### config.mk
export PLATFORM = sky130hd
export DESIGN_NAME = serial_pattern_generator
export DESIGN_NICKNAME = d
export VERILOG_FILES = /design/src/rtl/serial_pattern_generator.sv
export SDC_FILE = /design/constraint.sdc
export NUM_CORES = 1
export LEC_CHECK = 0
export CAP_MARGIN = 10
export CORE_MARGIN = 5
export CORE_UTILIZATION = 30
export DETAILED_ROUTE_END_ITERATION = 12
export GPL_TIMING_DRIVEN = 0
export PLACE_DENSITY = 0.56
export SYNTH_ARGS = -nofsm -noshare
export SYNTH_HDL_FRONTEND = slang
export SYNTH_SLANG_ARGS = --single-unit
### constraint.sdc
create_clock -name clk -period 2.6 [get_ports clk]
set_clock_uncertainty 0.15 [all_clocks]
set_input_delay 0.26 -clock clk [delete_from_list [all_inputs] [get_ports clk]]
set_output_delay 0.26 -clock clk [all_outputs]
set_load 0.1 [all_outputs]
### src/rtl/serial_pattern_generator.sv
// Serializes a latched PAT_W-bit pattern MSB first onto d_out/valid_out,
// repeating it a programmed number of times with an idle gap between repetitions.
module serial_pattern_generator #(
  parameter int PAT_W = 5,
  parameter int CNT_W = 8,
  parameter int GAP_W = 4
) (
  input  logic             clk,
  input  logic             reset,
  input  logic             start,
  input  logic [PAT_W-1:0] pattern_in,
  input  logic [CNT_W-1:0] repeat_in,
  input  logic [GAP_W-1:0] gap_in,
  input  logic             ready_in,
  output logic             d_out,
  output logic             valid_out,
  output logic             busy,
  output logic             pattern_sent,
  output logic             done
);

  localparam int IDX_W = (PAT_W > 1) ? $clog2(PAT_W) : 1;
  localparam logic [IDX_W-1:0] LAST_IDX = IDX_W'(PAT_W - 1);

  typedef enum logic [1:0] {IDLE, SEND, GAP, DONE} state_t;

  state_t           state, state_n;
  logic [PAT_W-1:0] pat, pat_n;
  logic [IDX_W-1:0] idx, idx_n;
  logic [CNT_W-1:0] rem, rem_n;
  logic [GAP_W-1:0] gap_len, gap_len_n;
  logic [GAP_W-1:0] gap_cnt, gap_cnt_n;
  logic             d_n, valid_n, busy_n, sent_n, done_n;
  logic             xfer;

  // Handshake: a bit moves when valid_out && ready_in in the same cycle; while
  // ready_in is low, d_out/valid_out and the bit index hold unchanged.
  assign xfer = valid_out && ready_in;

  always_ff @(posedge clk) begin
    if (reset) begin
      state        <= IDLE;
      pat          <= '0;
      idx          <= '0;
      rem          <= '0;
      gap_len      <= '0;
      gap_cnt      <= '0;
      d_out        <= 1'b0;
      valid_out    <= 1'b0;
      busy         <= 1'b0;
      pattern_sent <= 1'b0;
      done         <= 1'b0;
    end else begin
      state        <= state_n;
      pat          <= pat_n;
      idx          <= idx_n;
      rem          <= rem_n;
      gap_len      <= gap_len_n;
      gap_cnt      <= gap_cnt_n;
      d_out        <= d_n;
      valid_out    <= valid_n;
      busy         <= busy_n;
      pattern_sent <= sent_n;
      done         <= done_n;
    end
  end

  always_comb begin
    state_n   = state;
    pat_n     = pat;
    idx_n     = idx;
    rem_n     = rem;
    gap_len_n = gap_len;
    gap_cnt_n = gap_cnt;
    sent_n    = 1'b0;

    case (state)
      IDLE: begin
        if (start) begin
          pat_n     = pattern_in;
          rem_n     = repeat_in;
          gap_len_n = gap_in;
          idx_n     = LAST_IDX;
          state_n   = (repeat_in != '0) ? SEND : DONE;
        end
      end
      SEND: begin
        if (xfer) begin
          if (idx != '0) begin
            idx_n = idx - IDX_W'(1);
          end else begin
            sent_n = 1'b1;
            idx_n  = LAST_IDX;
            if (rem != '0) rem_n = rem - CNT_W'(1);
            if (rem <= CNT_W'(1)) begin
              state_n = DONE;
            end else if (gap_len != '0) begin
              state_n   = GAP;
              gap_cnt_n = gap_len;
            end
          end
        end
      end
      GAP: begin
        // gap_cnt counts the idle cycles still to show, including this one.
        if (gap_cnt <= GAP_W'(1)) begin
          state_n   = SEND;
          idx_n     = LAST_IDX;
          gap_cnt_n = '0;
        end else begin
          gap_cnt_n = gap_cnt - GAP_W'(1);
        end
      end
      DONE: begin
        state_n = IDLE;
      end
      default: begin
        state_n = IDLE;
      end
    endcase

    valid_n = (state_n == SEND);
    d_n     = valid_n ? pat_n[idx_n] : 1'b0;
    busy_n  = (state_n != IDLE);
    done_n  = (state_n == DONE);
  end

endmodule

# ---- Yosys cells after proc, flatten, opt, wreduce, memory -nomap -nowiden
# Index checks and enable logic that the tools add are counted.
dict set report totals {
  regBits 31
  input_bits 21
  output_inout_bits 5
  wordCells 74
}
dict set report op_classes {
  add_sub_neg 3
  order_cmp 3
  n_eq_ne 11
  muxes 29
  n_bitwise 3
  n_reduce_logical 14
}
# cell count
set op_table {}
lappend op_table {{two-way mux 8 bit} 4}
lappend op_table {{two-way mux 4 bit} 5}
lappend op_table {{one-hot mux 8 bit (2 select lines)} 1}
lappend op_table {{nonzero test 8 bit} 2}
lappend op_table {{two-way mux 2 bit} 7}
lappend op_table {{two-way mux 3 bit} 4}
lappend op_table {{inequality test 2 bit (second input constant)} 6}
lappend op_table {{two-way mux 5 bit} 2}
lappend op_table {{AND reduction 5 bit} 2}
lappend op_table {{one-hot mux 3 bit (3 select lines)} 1}
lappend op_table {{<= comparator 8 x 1 -> 1 bit (second input constant)} 1}
lappend op_table {{one-hot mux 2 bit (4 select lines)} 1}
lappend op_table {{one-hot mux 4 bit (2 select lines)} 1}
lappend op_table {{subtractor 8 x 1 -> 8 bit (second input constant)} 1}
lappend op_table {{== test 2 bit (second input constant)} 3}
lappend op_table {{nonzero test 2 bit} 3}
lappend op_table {{== test 2 x 1 -> 1 bit (second input constant)} 2}
lappend op_table {{<= comparator 4 x 1 -> 1 bit (second input constant)} 1}
lappend op_table {{less-than comparator 3 x 4 -> 1 bit (second input constant)} 1}
lappend op_table {{nonzero test 4 bit} 1}
lappend op_table {{subtractor 4 x 1 -> 4 bit (second input constant)} 1}
lappend op_table {{binary-select mux 1 bit (select 3 bit)} 1}
lappend op_table {{inverter 1 bit} 3}
lappend op_table {{nonzero test 3 bit} 1}
lappend op_table {{other kinds (7)} 8}

# ---- Depth between registers and ports, before layout
# Gate-level depths: netlist of run 1.
dict set report logic_depth {
  depth_word 9
  mapped_depth 9
  ltp_nobuf 8
}

# ---- Least setup slack after synthesis of run 1
# Ideal clock, no wire load.
dict set report synth_path {
  path_kind {flip-flop to flip-flop}
  startpoint {register valid_out}
  endpoint {register rem[6]}
  setup_time_ns 0.128
  arrival_time_ns 2.091
  required_time_ns 2.322
  setup_slack_ns 0.232
  stages_incl_launch_ff 8
  path_buffers 1
  period_less_slack_ns 2.368
  path_cell_list {dfxtp_1 > and4bb_2 > o2111ai_2 > a21oi_2 > buf_6 > nand2_1 > a22oi_1 > nor2_1}
}
dict set report synth_via {
  elab_chain_len 3
}
# element line_no
set synth_lines {}
lappend synth_lines {{start, declared} 16} ;# output logic valid_out,
lappend synth_lines {{start signal, assigned} 61} ;# valid_out <= valid_n;
lappend synth_lines {{logical AND 1 bit} 38} ;# assign xfer = valid_out && ready_in;
lappend synth_lines {{inequality test 2 bit (no line)} --}
lappend synth_lines {{AND reduction 5 bit (no line)} --}
lappend synth_lines {{end signal, assigned} 57} ;# rem <= rem_n;
lappend synth_lines {{end, declared} 30} ;# logic [CNT_W-1:0] rem, rem_n;
# Every way passes these cells.
# A chain may end at the register's enable or synchronous reset.

# ---- Final worst setup path of run 1
dict set report layout_path {
  startpoint {register gap_cnt[0]}
  endpoint {register d_out}
}
dict set report layout_via {
  elab_chain_len 6
  word_cells_on_any_way 10
  classes_between {1 x order compare; 1 x eq/ne; 6 x mux; 1 x bitwise; 1 x reduce/logical}
}
# element line_no
set layout_lines {}
lappend layout_lines {{start, declared} 32} ;# logic [GAP_W-1:0] gap_cnt, gap_cnt_n;
lappend layout_lines {{start signal, assigned} 59} ;# gap_cnt <= gap_cnt_n;
lappend layout_lines {{<= comparator 4 x 1 -> 1 bit *} 106} ;# if (gap_cnt <= GAP_W'(1)) begin
lappend layout_lines {{parallel branches: the longest is 5 deep, another holds two-way mux 3 bit} --}
lappend layout_lines {{end signal, assigned} 60} ;# d_out <= d_n;
lappend layout_lines {{end, declared} 15} ;# output logic d_out,
# Mark *: on every way between the ends. The select of a mux whose other input is x is not followed.

==> results.sh, run 1 <==
export IMPL_synthesis_area_um2=1653
export IMPL_area_growth_pct=27.10
export IMPL_arrival_ps=2420
export IMPL_core_um2=5439
export IMPL_setup_violations_final=0
export IMPL_path_max_fanout=5
export IMPL_synth_edff_count=0
export IMPL_fin_crit_sh_pct=90.58
export IMPL_n_antenna_cell=0
export IMPL_top_layer_used="met4"
export IMPL_cts_made_buffers=5
export IMPL_viasPerCell=4.899
export IMPL_wl_met1_um=1968
export IMPL_die_h_um=84.23
export IMPL_drive_above_1_share_pct=10.67
export IMPL_numPortBuffers=24
export IMPL_ys_types=50
export IMPL_dieArea_um2=7094
export IMPL_clk_latency_ps=280
export IMPL_overflow=0
export IMPL_post_dp_hpwl_um=3021
export IMPL_tritoncts="built"
export IMPL_wl_met3_um=209
export IMPL_initial_core_util_pct=30.39
export IMPL_met2WireLength_um=1738
export IMPL_avgSynthCellArea_um2=8.564
export IMPL_synth_area_leaders="dfxtp_1 (38%), mux2i_1 (7.3%), nor2_1 (5.7%)"
export IMPL_postCtsSetupRepairBufs=0
export IMPL_hold_viol=0
export IMPL_max_slew_margin_pct=34.64
export IMPL_wire_per_inst_um=13.35
export IMPL_clkTransAtPathRegs_ps=70
export IMPL_wirelength_um=3964
export IMPL_track_usage_pct=11.57
export IMPL_synth_most_common_cell="dfxtp_1"
export IMPL_rsz0062_at_grt="no"
export IMPL_drtPass1Iterations=4
export IMPL_rows=27
export IMPL_cts_resized=0
export IMPL_clockBufferDepth=2
export IMPL_fmax_mhz=424.6
export IMPL_holdBufCountCts=0
export IMPL_synth_top_cell_area_share_pct=37.55
export IMPL_drt_antenna_violating_nets=0
export IMPL_synth_warnings=0
export IMPL_leakagePower_nw=0.8123
export IMPL_synth_top_cells_by_count="dfxtp_1 (31), nor2_1 (25), nand2_1 (14)"
export IMPL_max_cap_violations=0
export IMPL_status="finished, final reports clean"
export IMPL_netlist_instances=193
export IMPL_drc=0
export IMPL_critPathKind="flip-flop to flip-flop"
export IMPL_cp_required_ps=2660
export IMPL_vdd_ir_drop_worst_mv=0.3756
export IMPL_hold_class="input port to flip-flop"
export IMPL_nets=249
export IMPL_synth_area_leader_cell="dfxtp_1"
export IMPL_fin_setup_tns_ps=0
export IMPL_synth_seq_cells=31
export IMPL_gp_congestion=0.8117
export IMPL_hold_ws_ps=309.4
export IMPL_startpoint_type="flip-flop"
export IMPL_critPathCaptureType="flip-flop"
export IMPL_grt_max_degree=11
export IMPL_die_w_um=84.23
export IMPL_ctsRootBufferMaster="clkbuf_8"
export IMPL_grt_pass1_vias=1413
export IMPL_pin_count=26
export IMPL_ys_flop_type="dfxtp_1"
export IMPL_worst_pin_slew_ps=977.3
export IMPL_cts_sinks=31
export IMPL_h_tree_depth=2
export IMPL_grt_pass1_wl_um=6672
export IMPL_synthArstFlopShare_pct=0
export IMPL_vias=1455
export IMPL_synthesis_nets=218
export IMPL_slew_viol_final=0
export IMPL_min_period_ps=2355
export IMPL_antenna_found_initial=0
export IMPL_initialDrtViolationCount=33
export IMPL_power_density_nw_per_um2=628.5
export IMPL_yosysSeqAreaShare_pct=37.55
flip-flops by register name, indices dropped and copies added, names as in the netlist:
signal        cells
pat               5
done              1
valid_out         1
d_out             1
pattern_sent      1
state             2
busy              1
gap_cnt           4
idx               3
gap_len           4
rem               8
cell families after synthesis:
logic type / Yosys count / share of synthesized area (%)
adders and majority gates: 4 / 3.028
and+or+nand+nor: 80 / 25.81
DFF: 31 / 37.55
xor gates and xnor gates: 2 / 1.060
buffers and inverters: 17 / 5.148
muxes: 12 / 7.268
AOI/OAI and AO/OA: 47 / 20.14
final cells by class:
type	instances	area, µm²
fillers	581	3338
multi-input cells	145	947.2
inverters	8	30.03
clock inverters	2	35.03
plain buffers	9	55.05
clock buffers	6	82.58
well taps	72	90.09
repair buffers	24	240.2
flip-flops and latches	31	620.6
power breakdown:
part           internal [mW]  total, mW  leakage, nW  switching, mW
sequential             0.506      0.529        0.254         0.0233
combinational          0.125      0.295        0.497          0.170
clock                  0.310      0.496       0.0612          0.186
total                  0.940       1.32        0.812          0.380
metrics by stage:
step / utilization (%) / power [mW] / instance area [µm²] / setup WS, ps / instances
2_1_floorplan: - / 0.7462 / 1653 / 231.6 / 193
3_3_place_gp: 36.46 / 0.8332 / 1983 / 233.1 / 289
3_5_place_dp: 36.46 / 0.8355 / 1983 / 252.0 / 289
4_1_cts: 38.62 / 1.330 / 2101 / 216.4 / 297
5_1_grt: 38.62 / 1.386 / 2101 / 45.90 / 297
6_report: 38.62 / 1.320 / 2101 / 245.0 / 297
worst paths after layout:
path                         endpoint                     from  slack (ps)  cells past startpoint
setup / recovery     d_out$_SDFF_PP0_  gap_cnt[0]$_SDFFE_PP0P_         250                      8
hold / removal    rem[7]$_SDFFE_PP0P_                    reset         310                      2
setup reg to reg     d_out$_SDFF_PP0_  gap_cnt[0]$_SDFFE_PP0P_         250                      8
hold reg to reg     pat[1]$_SDFF_PP0_        pat[1]$_SDFF_PP0_         340                      2
worst max-delay path: stages (launching register included):
cell	delay (ps)
dfxtp_1	350
inv_1	70
ha_1	180
nor2_1	70
o31ai_1	610
o221a_2	400
mux2i_1	220
nand3_1	90
a31oi_1	140
placed cells by master (no fill, tap or decap), drive strengths merged, types with 2 or more instances in the layout:
cell / instances
nand2b: 6
mux2i: 12
nor3: 5
nand3b: 2
clkdlybuf4s50: 24
nand2: 14
or2: 2
a31oi: 4
o21ai: 10
dfxtp: 31
a211oi: 2
a21oi: 11
nand3: 6
buf: 5
ha: 4
nor4: 6
nor2b: 3
inv: 8
or4: 3
o31ai: 4
nand4bb: 2
clkbuf: 10
nor2: 26
a22oi: 3
o2111ai: 2
routing by layer:
metal  vias up  GRT usage (%)
met3         7          3.631
met4         0          3.070
met5         -              0
met1       651          15.43
li1        763              -
met2        34          18.08
(Power assumes the default switching activity.)
==> inputs of run 2 (changes only) <==
--- a/config.mk
+++ b/config.mk
@@ -9,7 +9,6 @@
 export CORE_MARGIN = 5
 export CORE_UTILIZATION = 30
 export DETAILED_ROUTE_END_ITERATION = 12
-export GPL_TIMING_DRIVEN = 0
 export PLACE_DENSITY = 0.56
 export SYNTH_ARGS = -nofsm -noshare
 export SYNTH_HDL_FRONTEND = slang
==> results.sh, run 2 (same netlist as run 1, synthesis figures left out) <==
export IMPL_drt_antenna_violating_nets=0
export IMPL_reg_top3="rem x8, pat x5"
export IMPL_final_cell_mix="dfxtp_1 (31), nor2_1 (25), clkdlybuf4s50_1 (20)"
export IMPL_hold_class="flip-flop to flip-flop"
export IMPL_power_density_nw_per_um2=628.3
export IMPL_holdBufCountCts=0
export IMPL_postCtsSetupRepairBufs=0
export IMPL_max_slew_margin_pct=55.16
export IMPL_cts_resized=0
export IMPL_fin_setup_tns_ps=0
export IMPL_clkTransAtPathRegs_ps=70
export IMPL_fmax_mhz=440.1
export IMPL_slew_viol_final=0
export IMPL_path_max_fanout=5
export IMPL_vias=1480
export IMPL_drtPass1Iterations=4
export IMPL_overflow=0
export IMPL_top_register="rem"
export IMPL_setup_violations_final=0
export IMPL_antenna_found_initial=0
export IMPL_startpoint_type="flip-flop"
export IMPL_core_um2=5439
export IMPL_drc=0
export IMPL_track_usage_pct=11.62
export IMPL_stdcell_area_um2=2081
export IMPL_grt_pass1_wl_um=6810
export IMPL_final_common_cell="dfxtp_1"
export IMPL_cp_required_ps=2660
export IMPL_grt_max_degree=28
export IMPL_n_antenna_cell=0
export IMPL_post_dp_hpwl_um=2863
export IMPL_critPathKind="flip-flop to flip-flop"
export IMPL_area_growth_pct=25.89
export IMPL_worst_pin_slew_ps=666.9
export IMPL_dieArea_um2=7094
export IMPL_max_cap_violations=0
export IMPL_nets=246
export IMPL_clockBufferDepth=2
export IMPL_initial_core_util_pct=30.39
export IMPL_numPortBuffers=25
export IMPL_viasPerCell=5.034
export IMPL_cts_made_buffers=5
export IMPL_vdd_ir_drop_worst_mv=0.3393
export IMPL_gp_congestion=0.8108
export IMPL_dpl_cell_area_um2=1963
export IMPL_die_w_um=84.23
export IMPL_initialDrtViolationCount=60
export IMPL_finalPower_mw=1.307
export IMPL_status="finished, final reports clean"
export IMPL_clk_latency_ps=280
export IMPL_largest_reg_flops=8
export IMPL_wire_per_inst_um=13.26
export IMPL_grt_pass1_vias=1489
export IMPL_cts_sinks=31
export IMPL_wirelength_um=3898
export IMPL_h_tree_depth=2
export IMPL_drive_above_1_share_pct=13.06
export IMPL_rows=27
export IMPL_pin_count=26
export IMPL_fin_crit_sh_pct=87.39
export IMPL_rsz0062_at_grt="no"
export IMPL_min_period_ps=2272
export IMPL_critPathCaptureType="flip-flop"
export IMPL_tritoncts="built"
export IMPL_fillers=571
export IMPL_arrival_ps=2330
export IMPL_hold_viol=0
export IMPL_leakagePower_nw=0.8178
export IMPL_die_h_um=84.23
export IMPL_ctsRootBufferMaster="clkbuf_8"
-- run 2: cell count changes in the layout (fill, tap and decap cells not counted), sizes merged --
| cell | previous run | this run |
|---|---|---|
| clkdlybuf4s50 | 24 | 20 |
| buf | 5 | 10 |
| clkbuf | 10 | 6 |
-- run 2: path summary, 6_finish.rpt --
kind | cells past startpoint | end | startpoint | slack, ps
hold reg to reg | 2 | pat[4]$_SDFF_PP0_ | pat[4]$_SDFF_PP0_ | 340
setup / recovery | 8 | d_out$_SDFF_PP0_ | gap_cnt[0]$_SDFFE_PP0P_ | 330
hold / removal | 2 | pat[4]$_SDFF_PP0_ | pat[4]$_SDFF_PP0_ | 340
setup reg to reg | 8 | d_out$_SDFF_PP0_ | gap_cnt[0]$_SDFFE_PP0P_ | 330
-- run 2: area by class of cell --
class	instances	area, µm²	share of cell area (%)
flip-flops and latches	31	620.6	29.83
well taps	72	90.09	4.330
repair buffers	30	275.3	13.23
clock inverters	2	35.03	1.684
inverters	8	30.03	1.443
clock buffers	6	82.58	3.969
multi-input cells	145	947.2	45.52
-- run 2: routing by layer --
metal	global-route usage, %	up-vias	part of all wire, %
met1	14.74	683	48
met4	3.655	0	1.1
met5	0	-	0
li1	-	762	-
met3	4.122	4	5.5
met2	18.44	31	45
-- run 2: power by group --
part           internal [mW]  switching (mW)  leakage (nW)
logic                  0.123           0.158         0.503
registers              0.506          0.0329         0.254
clock network          0.310           0.177        0.0612
total                  0.939           0.369         0.818
-- run 2: through the flow --
step                utilization, %  hold slack, ps  setup slack, ps  instances
floorplan                        -           257.2            231.6        193
global placement             36.09           330.3            320.7        286
detailed placement           36.09           327.0            310.6        286
CTS                          38.26           343.6            306.8        294
global route                 38.26           389.5            97.31        294
finish                       38.26           335.6            327.9        294
-- run 2: critical path, stage by stage, from the launching register on --
cell	delay [ps]
dfxtp_1	350
inv_1	70
ha_1	180
nor2_1	70
o31ai_1	550
o221a_2	390
mux2i_1	200
nand3b_1	90
a31oi_1	160
==> RTL change (flow settings as in run 1) <==
Set the parameter `PAT_W` to 7 (it was 5).
--- a/src/rtl/serial_pattern_generator.sv
+++ b/src/rtl/serial_pattern_generator.sv
@@ -2,5 +2,5 @@
 // repeating it a programmed number of times with an idle gap between repetitions.
 module serial_pattern_generator #(
-  parameter int PAT_W = 5,
+  parameter int PAT_W = 7,
   parameter int CNT_W = 8,
   parameter int GAP_W = 4
Interface: changed (resized pattern_in); port bits go from 26 to 28. No check against the original RTL was run, so the function may have changed too.
==> RTL change against run 1 <==
Synthesized area is 7.9% higher; sequential cell count is 2 higher; register-to-register slack better by 140 ps; total power is 7.3% higher; global-route usage is 0.76 points higher; final area is 7.8% higher; synthesized cell count is 11% higher; via count is 9.5% higher; routed wire length is 8.7% higher; worst setup slack better by 110 ps.
==> RTL change: results (changes against run 1) <==
Critical Path Start -> valid_out$_SDFF_PP0_
Pre-CTS setup slack -> 243 ps (-8.94 ps)
Run status -> finished, final reports clean
IO Port Bufs -> 27 (+13%)
Data arrival, critical path -> 1840 ps (-580 ps)
H-tree depth -> 2 (unchanged)
Reg-to-reg setup timing slack -> 390 ps (+140 ps)
Ys Warns -> 0 (unchanged)
Met3 usage -> 2.84% (-0.79 points)
Post-synthesis mux area share -> 5.61% (-1.7 points)
Top cells by area, synth -> dfxtp_1, nand2_1, nor2_1
Internal -> 0.995 mW (+5.8%)
DPL Wire Length -> 3.29 mm (+8.8%)
CTS clk-pin slew, worst paths -> 70 ps (about the same)
Post-synthesis adder-cell area fraction -> 4.21% (+1.2 points)
Worst VDD drop -> 0.000323 V (-14%)
Met1 Track Usage GR -> 16.4% (+0.93 points)
Layout Nets -> 277 (+11%)
Reg2reg start -> rem[0]$_SDFFE_PP0P_
Syn nets -> 243 (+11%)
Cell family contributing the most delay on the critical path -> buffers and inverters
Post-synth top flop -> dfxtp_1
Largest regs -> rem: 8 flops, pat: 7 flops
Routed met3 length -> 153 um (-27%)
Postcts setup bufs -> 0 (unchanged)
Largest net degree at the start of global routing -> 11 (unchanged)
Aggregate global-route resource usage -> 12.3% (+0.76 points)
CP endpoint -> valid_out
GP Congestion -> 0.789 (-2.8%)
GR Util met2 -> 19.3% (+1.2 points)
Crit-path max cell delay -> 1160 ps (+550 ps)
Routed met2 length -> 1.93 mm (+11%)
DR vias/cell -> 4.92 (+0.36%)
FF-to-FF End -> gap_cnt[1]$_SDFFE_PP0P_
Sequential-to-total area share from yosys stat -> 37.0% (-0.52 points)
Post-layout min period -> 2250 ps (-107 ps)
Post-synth top cells -> dfxtp_1, nand2_1, nor2_1
Clk Latency, worst-skew pair -> 280 ps (about the same)
DR iter-0 viols -> 149 (+350%)
Crit path max-delay cell type -> clkdlybuf4s50_1
Share of synthesized flip-flops with an asynchronous set or reset -> 0% (unchanged)
Vias in the first global route -> 1,541 (+9.1%)
M1 WL -> 2.15 mm (+9.2%)
Hold Crit Class -> reg -> reg
Highest routed metal layer -> met4
WL/cell -> 13.3 um (-0.36%)
First-pass GRT wire length -> 7.36 mm (+10%)
Antenna violations before repair -> 0 (unchanged)
Synth Area in XOR/XNOR -> 0.491% (-0.57 points)
Tightest Pin Transition -> 964 ps (-12.8 ps)
Post-synthesis compound-gate area fraction -> 19.8% (-0.36 points)
Layout cells sized above 1 -> 8.84% (-1.8 points)
Synth unique cells -> 48 (-4.0%)
Leakage power -> 0.859 nW (+5.7%)
Reg2Reg Depth -> 8 (unchanged)
CP max FO -> 3 (-2)
[RTL change: final cells by class]
cell class	instances	area (um2)
repair buffers	27	270
clock inverters	1	30.0
well taps	75	93.8
flip-flops and latches	33	661
clock buffers	7	86.3
fillers	606	3590
plain buffers	9	52.6
multi-input cells	164	1040
inverters	8	30.0
[RTL change: through the flow]
stage                     instances  cell area [um2]
after CTS                       324             2260
final                           324             2260
after detailed placement        316             2150
after global routing            324             2260
after global placement          316             2150
after floorplan                 214             1780
[RTL change: cells by family after synthesis]
family	Yosys count
and+or+nand+nor	94
xor gates and xnor gates	1
muxes	10
adders and majority gates	6
buffers and inverters	17
AOI/OAI and AO/OA	53
DFF	33
[RTL change: power groups by stage]
| stage | sequential (mW) | clock [mW] | combinational (mW) |
|---|---|---|---|
| floorplan | 0.611 | 0 | 0.205 |
| global placement | 0.580 | 0 | 0.336 |
| detailed placement | 0.580 | 0 | 0.339 |
| CTS | 0.569 | 0.519 | 0.340 |
| global route | 0.574 | 0.539 | 0.377 |
| finish | 0.570 | 0.508 | 0.339 |
[RTL change: how the worst min path moves through the flow]
stage,start,to,slack [ps],cells past startpoint
2_1_floorplan,reset,state[0]$_SDFF_PP0_,180,1
3_3_place_gp,pat[0]$_SDFF_PP0_,pat[0]$_SDFF_PP0_,300,2
3_5_place_dp,pat[5]$_SDFF_PP0_,pat[5]$_SDFF_PP0_,300,2
4_1_cts,pat[5]$_SDFF_PP0_,pat[5]$_SDFF_PP0_,310,2
5_1_grt,pat[5]$_SDFF_PP0_,pat[5]$_SDFF_PP0_,320,2
6_report,pat[5]$_SDFF_PP0_,pat[5]$_SDFF_PP0_,310,2
